**src/rtl/dmem_arb_pkg.sv**
```systemverilog
// dmem_arb_pkg
//   Shared types and constants for the two-requester data-memory arbiter:
//   FSM state encoding, default memory depth, requester id type, the
//   latched command record and an address range helper.
package dmem_arb_pkg;

  // Number of valid 32-bit words; legal word addresses are 0..DEPTH-1.
  localparam int unsigned DMEM_DEPTH = 121;

  typedef enum logic [1:0] {
    ST_IDLE   = 2'd0,
    ST_ACCESS = 2'd1,
    ST_RESP   = 2'd2
  } state_e;

  // Requester id: 0 = r0, 1 = r1.
  typedef logic req_id_t;
  localparam req_id_t ID_R0 = 1'b0;
  localparam req_id_t ID_R1 = 1'b1;

  // Command captured on the grant edge; owner selects the response port.
  typedef struct packed {
    req_id_t     owner;
    logic        we;
    logic [31:0] addr;
    logic [31:0] wdata;
  } cmd_t;

  // Full 32-bit unsigned compare against the memory depth.
  function automatic logic addr_in_range(input logic [31:0] addr,
                                         input int unsigned depth);
    return (addr < depth);
  endfunction

endpackage

```
**src/rtl/dmem_arbiter_rr_arb2.sv**
```systemverilog
// rr_arb2
//   Two-way round-robin grant. A lone requester always wins; on a tie the
//   requester that did not win the previous grant wins.
//   Ports:
//     req0_i, req1_i  request pair
//     last_i          id of the previous grant winner
//     gnt0_o, gnt1_o  one-hot (or zero) grant
//     win_o           id of the current winner (valid when a grant is set)
module rr_arb2
  import dmem_arb_pkg::*;
(
  input  logic    req0_i,
  input  logic    req1_i,
  input  req_id_t last_i,
  output logic    gnt0_o,
  output logic    gnt1_o,
  output req_id_t win_o
);

  always_comb begin
    gnt0_o = req0_i & (~req1_i | (last_i == ID_R1));
    gnt1_o = req1_i & (~req0_i | (last_i == ID_R0));
    win_o  = gnt1_o ? ID_R1 : ID_R0;
  end

endmodule

```
**src/rtl/dmem_arbiter.sv**
```systemverilog
// dmem_arbiter
//   Arbitrates two requesters onto a single-port data memory with a fixed
//   IDLE -> ACCESS -> RESP sequence per transaction (grant in N, memory
//   access in N+1, response in N+2, next grant earliest in N+3).
//   Ports:
//     clk, rst                 clock, asynchronous active-high reset
//     rN_req/we/addr/wdata     requester N command (held until rN_gnt)
//     rN_gnt                   1-cycle accept pulse (combinational in IDLE)
//     rN_rvalid/rdata/err      1-cycle response; rdata/err qualified by rvalid
//     mem_we/addr/wdata        memory command, driven only in ACCESS
//     mem_rdata                combinational read data at mem_addr
module dmem_arbiter
  import dmem_arb_pkg::*;
#(
  parameter int unsigned DEPTH = DMEM_DEPTH
) (
  input  logic        clk,
  input  logic        rst,

  input  logic        r0_req,
  input  logic        r0_we,
  input  logic [31:0] r0_addr,
  input  logic [31:0] r0_wdata,
  output logic        r0_gnt,
  output logic        r0_rvalid,
  output logic [31:0] r0_rdata,
  output logic        r0_err,

  input  logic        r1_req,
  input  logic        r1_we,
  input  logic [31:0] r1_addr,
  input  logic [31:0] r1_wdata,
  output logic        r1_gnt,
  output logic        r1_rvalid,
  output logic [31:0] r1_rdata,
  output logic        r1_err,

  output logic        mem_we,
  output logic [31:0] mem_addr,
  output logic [31:0] mem_wdata,
  input  logic [31:0] mem_rdata
);

  state_e      state_q, state_d;
  req_id_t     last_q;
  cmd_t        cmd_q;
  logic [31:0] resp_q;

  logic        arb_gnt0, arb_gnt1;
  req_id_t     arb_win;
  logic        grant;
  logic        cmd_ok;

  rr_arb2 u_rr_arb2 (
    .req0_i (r0_req),
    .req1_i (r1_req),
    .last_i (last_q),
    .gnt0_o (arb_gnt0),
    .gnt1_o (arb_gnt1),
    .win_o  (arb_win)
  );

  // Grants only exist in IDLE; rst gates them so every output reads 0
  // while reset is held, even with requests pending.
  always_comb begin
    r0_gnt = arb_gnt0 & (state_q == ST_IDLE) & ~rst;
    r1_gnt = arb_gnt1 & (state_q == ST_IDLE) & ~rst;
    grant  = r0_gnt | r1_gnt;
    cmd_ok = addr_in_range(cmd_q.addr, DEPTH);
  end

  always_comb begin
    state_d = state_q;
    unique case (state_q)
      ST_IDLE:   if (grant) state_d = ST_ACCESS;
      ST_ACCESS: state_d = ST_RESP;
      ST_RESP:   state_d = ST_IDLE;
      default:   state_d = ST_IDLE;
    endcase
  end

  always_ff @(posedge clk or posedge rst) begin
    if (rst) begin
      state_q <= ST_IDLE;
      last_q  <= ID_R1;
      cmd_q   <= '0;
      resp_q  <= '0;
    end else begin
      state_q <= state_d;
      if (grant) begin
        last_q      <= arb_win;
        cmd_q.owner <= arb_win;
        if (arb_win == ID_R1) begin
          cmd_q.we    <= r1_we;
          cmd_q.addr  <= r1_addr;
          cmd_q.wdata <= r1_wdata;
        end else begin
          cmd_q.we    <= r0_we;
          cmd_q.addr  <= r0_addr;
          cmd_q.wdata <= r0_wdata;
        end
      end
      // Writes and out-of-range accesses return zero data.
      if (state_q == ST_ACCESS) begin
        resp_q <= (cmd_q.we || !cmd_ok) ? '0 : mem_rdata;
      end
    end
  end

  always_comb begin
    mem_we    = 1'b0;
    mem_addr  = '0;
    mem_wdata = '0;
    if (state_q == ST_ACCESS) begin
      mem_we    = cmd_q.we & cmd_ok;
      mem_addr  = cmd_q.addr;
      mem_wdata = cmd_q.wdata;
    end
  end

  always_comb begin
    r0_rvalid = 1'b0;
    r0_rdata  = '0;
    r0_err    = 1'b0;
    r1_rvalid = 1'b0;
    r1_rdata  = '0;
    r1_err    = 1'b0;
    if (state_q == ST_RESP) begin
      if (cmd_q.owner == ID_R1) begin
        r1_rvalid = 1'b1;
        r1_rdata  = resp_q;
        r1_err    = ~cmd_ok;
      end else begin
        r0_rvalid = 1'b1;
        r0_rdata  = resp_q;
        r0_err    = ~cmd_ok;
      end
    end
  end

endmodule

```
**config.mk**
```make
export PLATFORM = sky130hd
export DESIGN_NAME = dmem_arbiter
export DESIGN_NICKNAME = d
export VERILOG_FILES = /design/src/rtl/dmem_arb_pkg.sv /design/src/rtl/dmem_arbiter_rr_arb2.sv /design/src/rtl/dmem_arbiter.sv
export SDC_FILE = /design/constraint.sdc
export NUM_CORES = 1
export LEC_CHECK = 0
export CAP_MARGIN = 20
export CORE_MARGIN = 4
export CORE_UTILIZATION = 40
export CTS_CLUSTER_DIAMETER = 40
export DETAILED_ROUTE_END_ITERATION = 10
export PLACE_DENSITY = 0.82
export SYNTH_ARGS = -nofsm -noshare
export SYNTH_HDL_FRONTEND = slang
export SYNTH_HIERARCHICAL = 1
export SYNTH_SLANG_ARGS = --single-unit
```
**constraint.sdc**
```tcl
create_clock -name clk -period 4.3 [get_ports clk]
set_clock_uncertainty 0.15 [all_clocks]
set_input_delay 1.075 -clock clk [delete_from_list [all_inputs] [get_ports clk]]
set_output_delay 1.075 -clock clk [all_outputs]
set_load 0.01 [all_outputs]
```
# == Word-level counts from Yosys, hierarchy flattened ==
# Index checks and enable logic that the tools add are counted.
# totals
regBits,101
input_bits,166
output_inout_bits,135
wordCells,49
# op_classes
magnitude_cmp,1
n_eq_ne,3
mux,20
n_bitwise,15
n_reduce_logical,3
# ops
cell,n
$mux 32,7
$mux 65,1
$lt 32x7->1 const B,1
$mux 1,10
$and 1x1->1,7
$not 1->1,5
$pmux 2 s2,1
$or 1x1->1,3
$eq 2x1->1 const B,1
$eq 2x2->1 const B,1
$logic_not 2->1,1
$mux 2,1
$ne 2x2->1 const B,1
$logic_not 1->1,1
$logic_or 1x1->1,1

# == Depth between registers and ports, before layout ==
# Gate-level depths: netlist (run 1).
# depth
depth_word,8
depth_mapped,7
ltp_nobuf,6

# == Cells and area by module ==
# The synthesis (run 1) kept the hierarchy.
# modules_own_cells
module,n_inst,cells_each,area_per_inst_um2,seq_area_each_um2
dmem_arbiter,1,597,5636.7,2528.7
rr_arb2,1,4,26.3,0.0

# == Least setup slack after synthesis (run 1) ==
# OpenSTA, ideal clock, no wires.
# synth_timing
path_type,input to output
from,input port r1_req
to,output port r1_gnt
arrival_time_ps,1521
required_time_ps,3075
setup_slack_ps,1554
stages,2
n_path_buf,0
cell_sequence,a21boi_0 -> and2_1
# synth_between
elab_chain_len,3
# synth_lines
item,line_no,rtl
from (decl),dmem_arbiter.sv:29,"input logic r1_req,"
$and 1x1->1,dmem_arbiter_rr_arb2.sv:22,gnt1_o = req1_i & (~req0_i | (last_i == ID_R0));
$and 1x1->1 (2 in a row),dmem_arbiter.sv:67,r1_gnt = arb_gnt1 & (state_q == ST_IDLE) & ~rst;
to (decl),dmem_arbiter.sv:33,"output logic r1_gnt,"
# Every way passes these cells.

# == Worst setup path in the final report (run 1) ==
# layout_timing
from,input port r0_req
to,output port r0_gnt
# layout_between
elab_chain_len,3
# layout_lines
item,line_no,rtl
from (decl),dmem_arbiter.sv:20,"input logic r0_req,"
$and 1x1->1,dmem_arbiter_rr_arb2.sv:21,gnt0_o = req0_i & (~req1_i | (last_i == ID_R1));
via arb_gnt0,dmem_arbiter.sv:49,"logic arb_gnt0, arb_gnt1;"
$and 1x1->1 (2 in a row),dmem_arbiter.sv:66,r0_gnt = arb_gnt0 & (state_q == ST_IDLE) & ~rst;
to (decl),dmem_arbiter.sv:24,"output logic r0_gnt,"
# The timed path passes the listed nets, and every way through them passes these cells.

==> flow_metrics.tcl, run 1 <==
set metrics [dict create \
    clk_pin_slew_ns 0.07 \
    grt_max_degree 134 \
    max-slew-margin-rel_pct 48.0 \
    period_needed_ns 3.84 \
    fmaxAchievable_mhz 261 \
    die_x_um 127 \
    routed_wl_mm 16.8 \
    antenna_left 0 \
    arrival_ns 2.61 \
    track_usage_pct 20.5 \
    synth.ff_latch_count 101 \
    rsz0062_at_grt "false" \
    hold_viol_final 0 \
    drt_iter0_drc 235 \
    drive_above_1_share_pct 7.17 \
    dr.pass1.iters 4 \
    core_area_um2 13900 \
    rows 43 \
    seq_area_frac_synth_pct 44.7 \
    place_area_um2 8770 \
    cts_tree "built" \
    p_leak_uw 0.00398 \
    post_cts_buffers 0 \
    drcViolationCount 0 \
    antenna_cells 0 \
    dr_total_vias 4972 \
    yosysMostFrequentCell "and2_1" \
    fin_area_um2 9060 \
    worstSetupPathType "input pin to output port" \
    synthFlopType "dfrtp_1" \
    worst_setup_path_start_kind "input pin" \
    synth_top_area_share_pct 44.2 \
    fillCellCount 1207 \
    ys_top_cells_by_area "dfrtp_1 44%, and2_1 14%, mux2i_1 11%, nand2_1 6.8%, o31ai_2 6.6%" \
    power_uw 3390 \
    final_nets 1040 \
    synth_top_area_cell "dfrtp_1" \
    grt_pass1_vias 4875 \
    grt-ovfl-total 0 \
    cts_root_buf "clkbuf_16" \
    synth_edf_count 0 \
    async_reset_ff_share_pct 100 \
    floorplan.initialDensity_pct 40.8 \
    post-dp-hpwl_mm 13.0 \
    powerDensity_nw_per_um2 374 \
    syn_area_um2 5660 \
    gp_congestion 0.804 \
    h-tree-depth 3 \
    clock_sinks 101 \
    clock_path_buffers 2 \
    required_ns 3.07 \
    yosys.cell_types.count 26 \
    syn_area_per_cell_um2 9.42 \
    synth_commonest_cells "129 x and2_1, 102 x nand2_1, 100 x dfrtp_1" \
    min_path_type "flip-flop to flip-flop" \
    wl_per_cell_um 15.9 \
    ys_warn_count 6 \
    period_share_pct 89.2 \
    cts_resized 0 \
    finalSetupViolCount 0 \
    cts_inserted_buffers 9 \
    worstSkewPairLatency_ns 0.34 \
    port_buffers 300 \
    setup_tns_ns 0 \
    syn_inst 601 \
    syn2layout_area_growth_pct 60.0 \
    seq_area_um2 2530 \
    outcome "finished, final reports clean" \
    grt_pass1_wl_mm 25.9 \
    fp.dieH_um 127 \
    dieArea_um2 16100 \
    cts_hold_buf 0 \
    slew_viol_final 0 \
    vias_per_cell 4.69 \
    cap_violations 0 \
    syn-num-nets 767 \
    multiInputGateArea_um2 2770 \
    utilization_pct 65.3 \
    io_pins 301 \
    crit_path_max_fanout 2 \
    tightest_slew_ns 0.780 \
    antenna_found_initial 0 \
    irDropWorstVdd_v 0.000219 \
    endpoint_kind "output port" \
]
registers in the layout, summed over array words and instances (netlist names):
register / flops
cmd_q: 66
last_q: 1
resp_q: 32
state_q: 2
worst paths after layout:
kind	cells after the start	start	slack [ns]	end
min in group asynchronous	2	rst	1.09	resp_q[29]
min	2	cmd_q[21]	0.32	cmd_q[21]
min reg2reg	2	cmd_q[21]	0.32	cmd_q[21]
max in group asynchronous	3	rst	2.14	last_q
max	4	r0_req	0.46	r0_gnt
max reg2reg	4	cmd_q[61]	1.86	resp_q[5]
per-layer routing:
layer / part of all wire [%] / GRT usage, % / routed length (um) / up-vias
li1: - / - / - / 2520
met4: 2.2 / 6.75 / 373 / 0
met1: 39 / 23.6 / 6490 / 2221
met3: 8.9 / 6.61 / 1500 / 24
met2: 50 / 36.0 / 8470 / 207
met5: 0 / 0 / 0 / -
through the flow:
stage	std cells	worst slack, ns	hold slack [ns]
final	1059	0.464	0.320
after global routing	1059	0.383	0.337
after CTS	1059	0.461	0.327
after detailed placement	1043	0.462	0.312
after global placement	1043	0.476	0.302
after floorplan	601	0.430	0.292
cells by family after synthesis:
| group | count (synthesis) | synth area share, % |
|---|---|---|
| buf+inv | 83 | 6.98 |
| mux | 65 | 11.5 |
| simple gates | 249 | 23.5 |
| compound gates | 103 | 13.4 |
| flops | 101 | 44.7 |
cell type report:
type / count / area share (%)
clock inverter: 4 / 0.525
sequential: 101 / 27.9
timing repair buffer: 309 / 34.3
tap: 180 / 2.49
inverter: 36 / 1.52
multi-input combinational: 417 / 30.6
clock buffer: 12 / 2.72
worst max-delay path: stages:
cell and delay (ns):
clkdlybuf4s50_1 0.53, a21boi_1 0.30, and2_1 0.18, clkdlybuf4s50_1 0.53
where the power goes:
| part | total [uW] | switching (uW) | leakage (uW) | internal (uW) |
|---|---|---|---|---|
| combinational | 1120 | 551 | 0.00254 | 569 |
| clock | 811 | 345 | 0.000143 | 466 |
| sequential | 1460 | 194 | 0.00130 | 1260 |
cells in the final DEF (no fill, tap or decap):
| cell type | Yosys | final |
|---|---|---|
| a21boi_0 | 3 | 2 |
| a21boi_1 | 1 | 1 |
| a21boi_4 | 0 | 1 |
| and2_1 | 129 | 129 |
| and2_2 | 2 | 2 |
| and3_2 | 1 | 1 |
| and3b_1 | 1 | 1 |
| and4_1 | 3 | 3 |
| buf_12 | 0 | 3 |
| buf_4 | 3 | 6 |
| bufinv_16 | 0 | 1 |
| clkbuf_1 | 21 | 2 |
| clkbuf_16 | 0 | 9 |
| clkbuf_8 | 0 | 1 |
| clkdlybuf4s50_1 | 0 | 300 |
| clkinv_1 | 0 | 1 |
| clkinv_2 | 0 | 2 |
| clkinvlp_4 | 0 | 1 |
| dfrtp_1 | 100 | 100 |
| dfstp_2 | 1 | 1 |
| inv_1 | 36 | 34 |
| inv_4 | 0 | 1 |
| mux2i_1 | 65 | 65 |
| nand2_1 | 102 | 102 |
| nand2b_2 | 0 | 1 |
| nand4b_4 | 1 | 1 |
| nor2_1 | 1 | 1 |
| nor3_1 | 2 | 2 |
| nor3b_2 | 0 | 1 |
| nor4_1 | 5 | 5 |
| o21ai_0 | 65 | 65 |
| o21ai_4 | 0 | 1 |
| o31ai_1 | 3 | 3 |
| o31ai_2 | 30 | 30 |
Note: power is estimated with default switching activity, not from simulation.
==> inputs of run 2 (changes only) <==
--- a/config.mk
+++ b/config.mk
@@ -6,11 +6,14 @@
 export NUM_CORES = 1
 export LEC_CHECK = 0
 export CAP_MARGIN = 20
+export CORE_ASPECT_RATIO = 1.2
 export CORE_MARGIN = 4
 export CORE_UTILIZATION = 40
 export CTS_CLUSTER_DIAMETER = 40
+export CTS_CLUSTER_SIZE = 16
 export DETAILED_ROUTE_END_ITERATION = 10
 export PLACE_DENSITY = 0.82
+export SKIP_CTS_REPAIR_TIMING = 1
 export SYNTH_ARGS = -nofsm -noshare
 export SYNTH_HDL_FRONTEND = slang
 export SYNTH_HIERARCHICAL = 1
==> flow_metrics.tcl, run 2 (synthesis gave the netlist of run 1 again) <==
set metrics [dict create \
    clock_path_buffers 2 \
    port_buffers 300 \
    required_ns 3.07 \
    worstSetupPathType "input pin to output port" \
    crit_path_max_fanout 3 \
    syn2layout_area_growth_pct 60.3 \
    antenna_left 0 \
    fp.dieH_um 138 \
    grt_busiest_layer "met2" \
    layoutNonFillerInstCount 1049 \
    rows 47 \
    cts_root_buf "clkbuf_16" \
    largest_reg_flops 66 \
    rsz0062_at_grt "false" \
    gp_congestion 0.795 \
    cp.depth 4 \
    wl_per_cell_um 15.9 \
    drcViolationCount 0 \
    slowest_stage "clkdlybuf4s50_1" \
    place_inst 1032 \
    grt_util_met2_pct 36.6 \
    drive_above_1_share_pct 7.29 \
    critPathCapture "r1_gnt" \
    cp_slowest_stage_delay_ns 0.54 \
    clock_sinks 101 \
    endpoint_kind "output port" \
    max_flop_register "cmd_q" \
    crit_chain "clkdlybuf4s50_1 > nor3_1 > and2_1 > clkdlybuf4s50_1" \
    p_leak_uw 0.00399 \
    reg2regPathDepth 3 \
    final_cell_mix "300 x clkdlybuf4s50_1, 129 x and2_1, 102 x nand2_1" \
    arrival_ns 2.68 \
    dieArea_um2 16100 \
    setup_tns_ns 0 \
    drt_iter0_drc 178 \
    powerDensity_nw_per_um2 377 \
    die_x_um 117 \
    outcome "finished, final reports clean" \
    crit_buf_inv 2 \
    final_nets 1039 \
    io_pins 301 \
    grt_max_degree 134 \
    grt-ovfl-total 0 \
    crit_start "rst" \
    hold_viol_final 0 \
    cpMostUsedCell "clkdlybuf4s50_1" \
    routed_wl_mm 16.7 \
    h-tree-depth 3 \
    r2r_slack_ns 1.85 \
    core_area_um2 13800 \
    fmaxAchievable_mhz 256 \
    use_met1_pct 23.0 \
    dr.pass1.iters 4 \
    slew_viol_final 0 \
    place_area_um2 8740 \
    r2r_end "resp_q[22]" \
    utilization_pct 65.7 \
    max-slew-margin-rel_pct 49.1 \
    period_share_pct 90.8 \
    fin_area_um2 9080 \
    gr-usage-met3_pct 5.24 \
    top_regs "cmd_q (66), resp_q (32), state_q (2)" \
    antenna_found_initial 0 \
    track_usage_pct 20.2 \
    period_needed_ns 3.90 \
    grt_pass1_wl_mm 25.5 \
    floorplan.initialDensity_pct 41.0 \
    dr_total_vias 4986 \
    worstSkewPairLatency_ns 0.34 \
    post-dp-hpwl_mm 12.9 \
    antenna_cells 0 \
    finalSetupViolCount 0 \
    cap_violations 0 \
    grt_pass1_vias 4849 \
    rr_startpoint "cmd_q[34]" \
    final_common_cell "clkdlybuf4s50_1" \
    vias_per_cell 4.75 \
    clk_pin_slew_ns 0.08 \
    cts_tree "built" \
    worst_setup_path_start_kind "input pin" \
    min_path_type "flip-flop to flip-flop" \
    irDropWorstVdd_v 0.000218 \
    cp_top_family "buffers and inverters" \
    cts_inserted_buffers 9 \
    tightest_slew_ns 0.758 \
]
==> run 2: changes by cell type in the layout (fill, tap and decap cells not counted), sizes merged <==
| cell | previous run | this run |
|---|---|---|
| inv | 35 | 37 |
| buf | 9 | 8 |
| clkbuf | 12 | 10 |
==> run 2: where the power goes <==
group | leakage (uW) | total (uW) | internal (uW) | switching [uW]
registers | 0.00130 | 1460 | 1260 | 194
logic | 0.00254 | 1120 | 573 | 546
clock network | 0.000149 | 844 | 472 | 372
==> run 2: routing by layer <==
metal / vias to the layer above / share of wire, % / routed length (um)
met3: 25 / 7.9 / 1320
li1: 2514 / - / -
met1: 2258 / 37 / 6210
met2: 189 / 53 / 8800
met4: 0 / 2.2 / 363
met5: - / 0 / 0
==> run 2: area by class of cell <==
class / count / area [um2]
multi-input cells: 417 / 2770
clock inverters: 6 / 68.8
fillers: 1191 / 4740
well taps: 171 / 214
flip-flops and latches: 101 / 2530
repair buffers: 308 / 3120
inverters: 36 / 138
clock buffers: 10 / 239
==> run 2: worst min-delay path by stage <==
| stage | slack, ns | cells after the start | from | to |
|---|---|---|---|---|
| finish | 0.32 | 2 | cmd_q[11] | cmd_q[11] |
| global route | 0.35 | 2 | cmd_q[30] | cmd_q[30] |
| CTS | 0.33 | 2 | cmd_q[30] | cmd_q[30] |
| detailed placement | 0.31 | 2 | cmd_q[30] | cmd_q[30] |
| global placement | 0.30 | 2 | cmd_q[30] | cmd_q[30] |
| floorplan | 0.29 | 2 | cmd_q[0] | cmd_q[0] |
==> run 2: worst min-delay path, cell delays in order (launching register included) <==
cell and delay (ns):
dfrtp_1 0.34, nand2_1 0.04, o21ai_0 0.06
==> run 2: per-stage QoR <==
step	power (uW)	hold slack (ns)	setup WS (ns)
detailed placement	2610	0.312	0.400
floorplan	2060	0.292	0.430
global placement	2570	0.303	0.387
finish	3420	0.323	0.396
CTS	3470	0.328	0.384
global route	3660	0.347	0.264
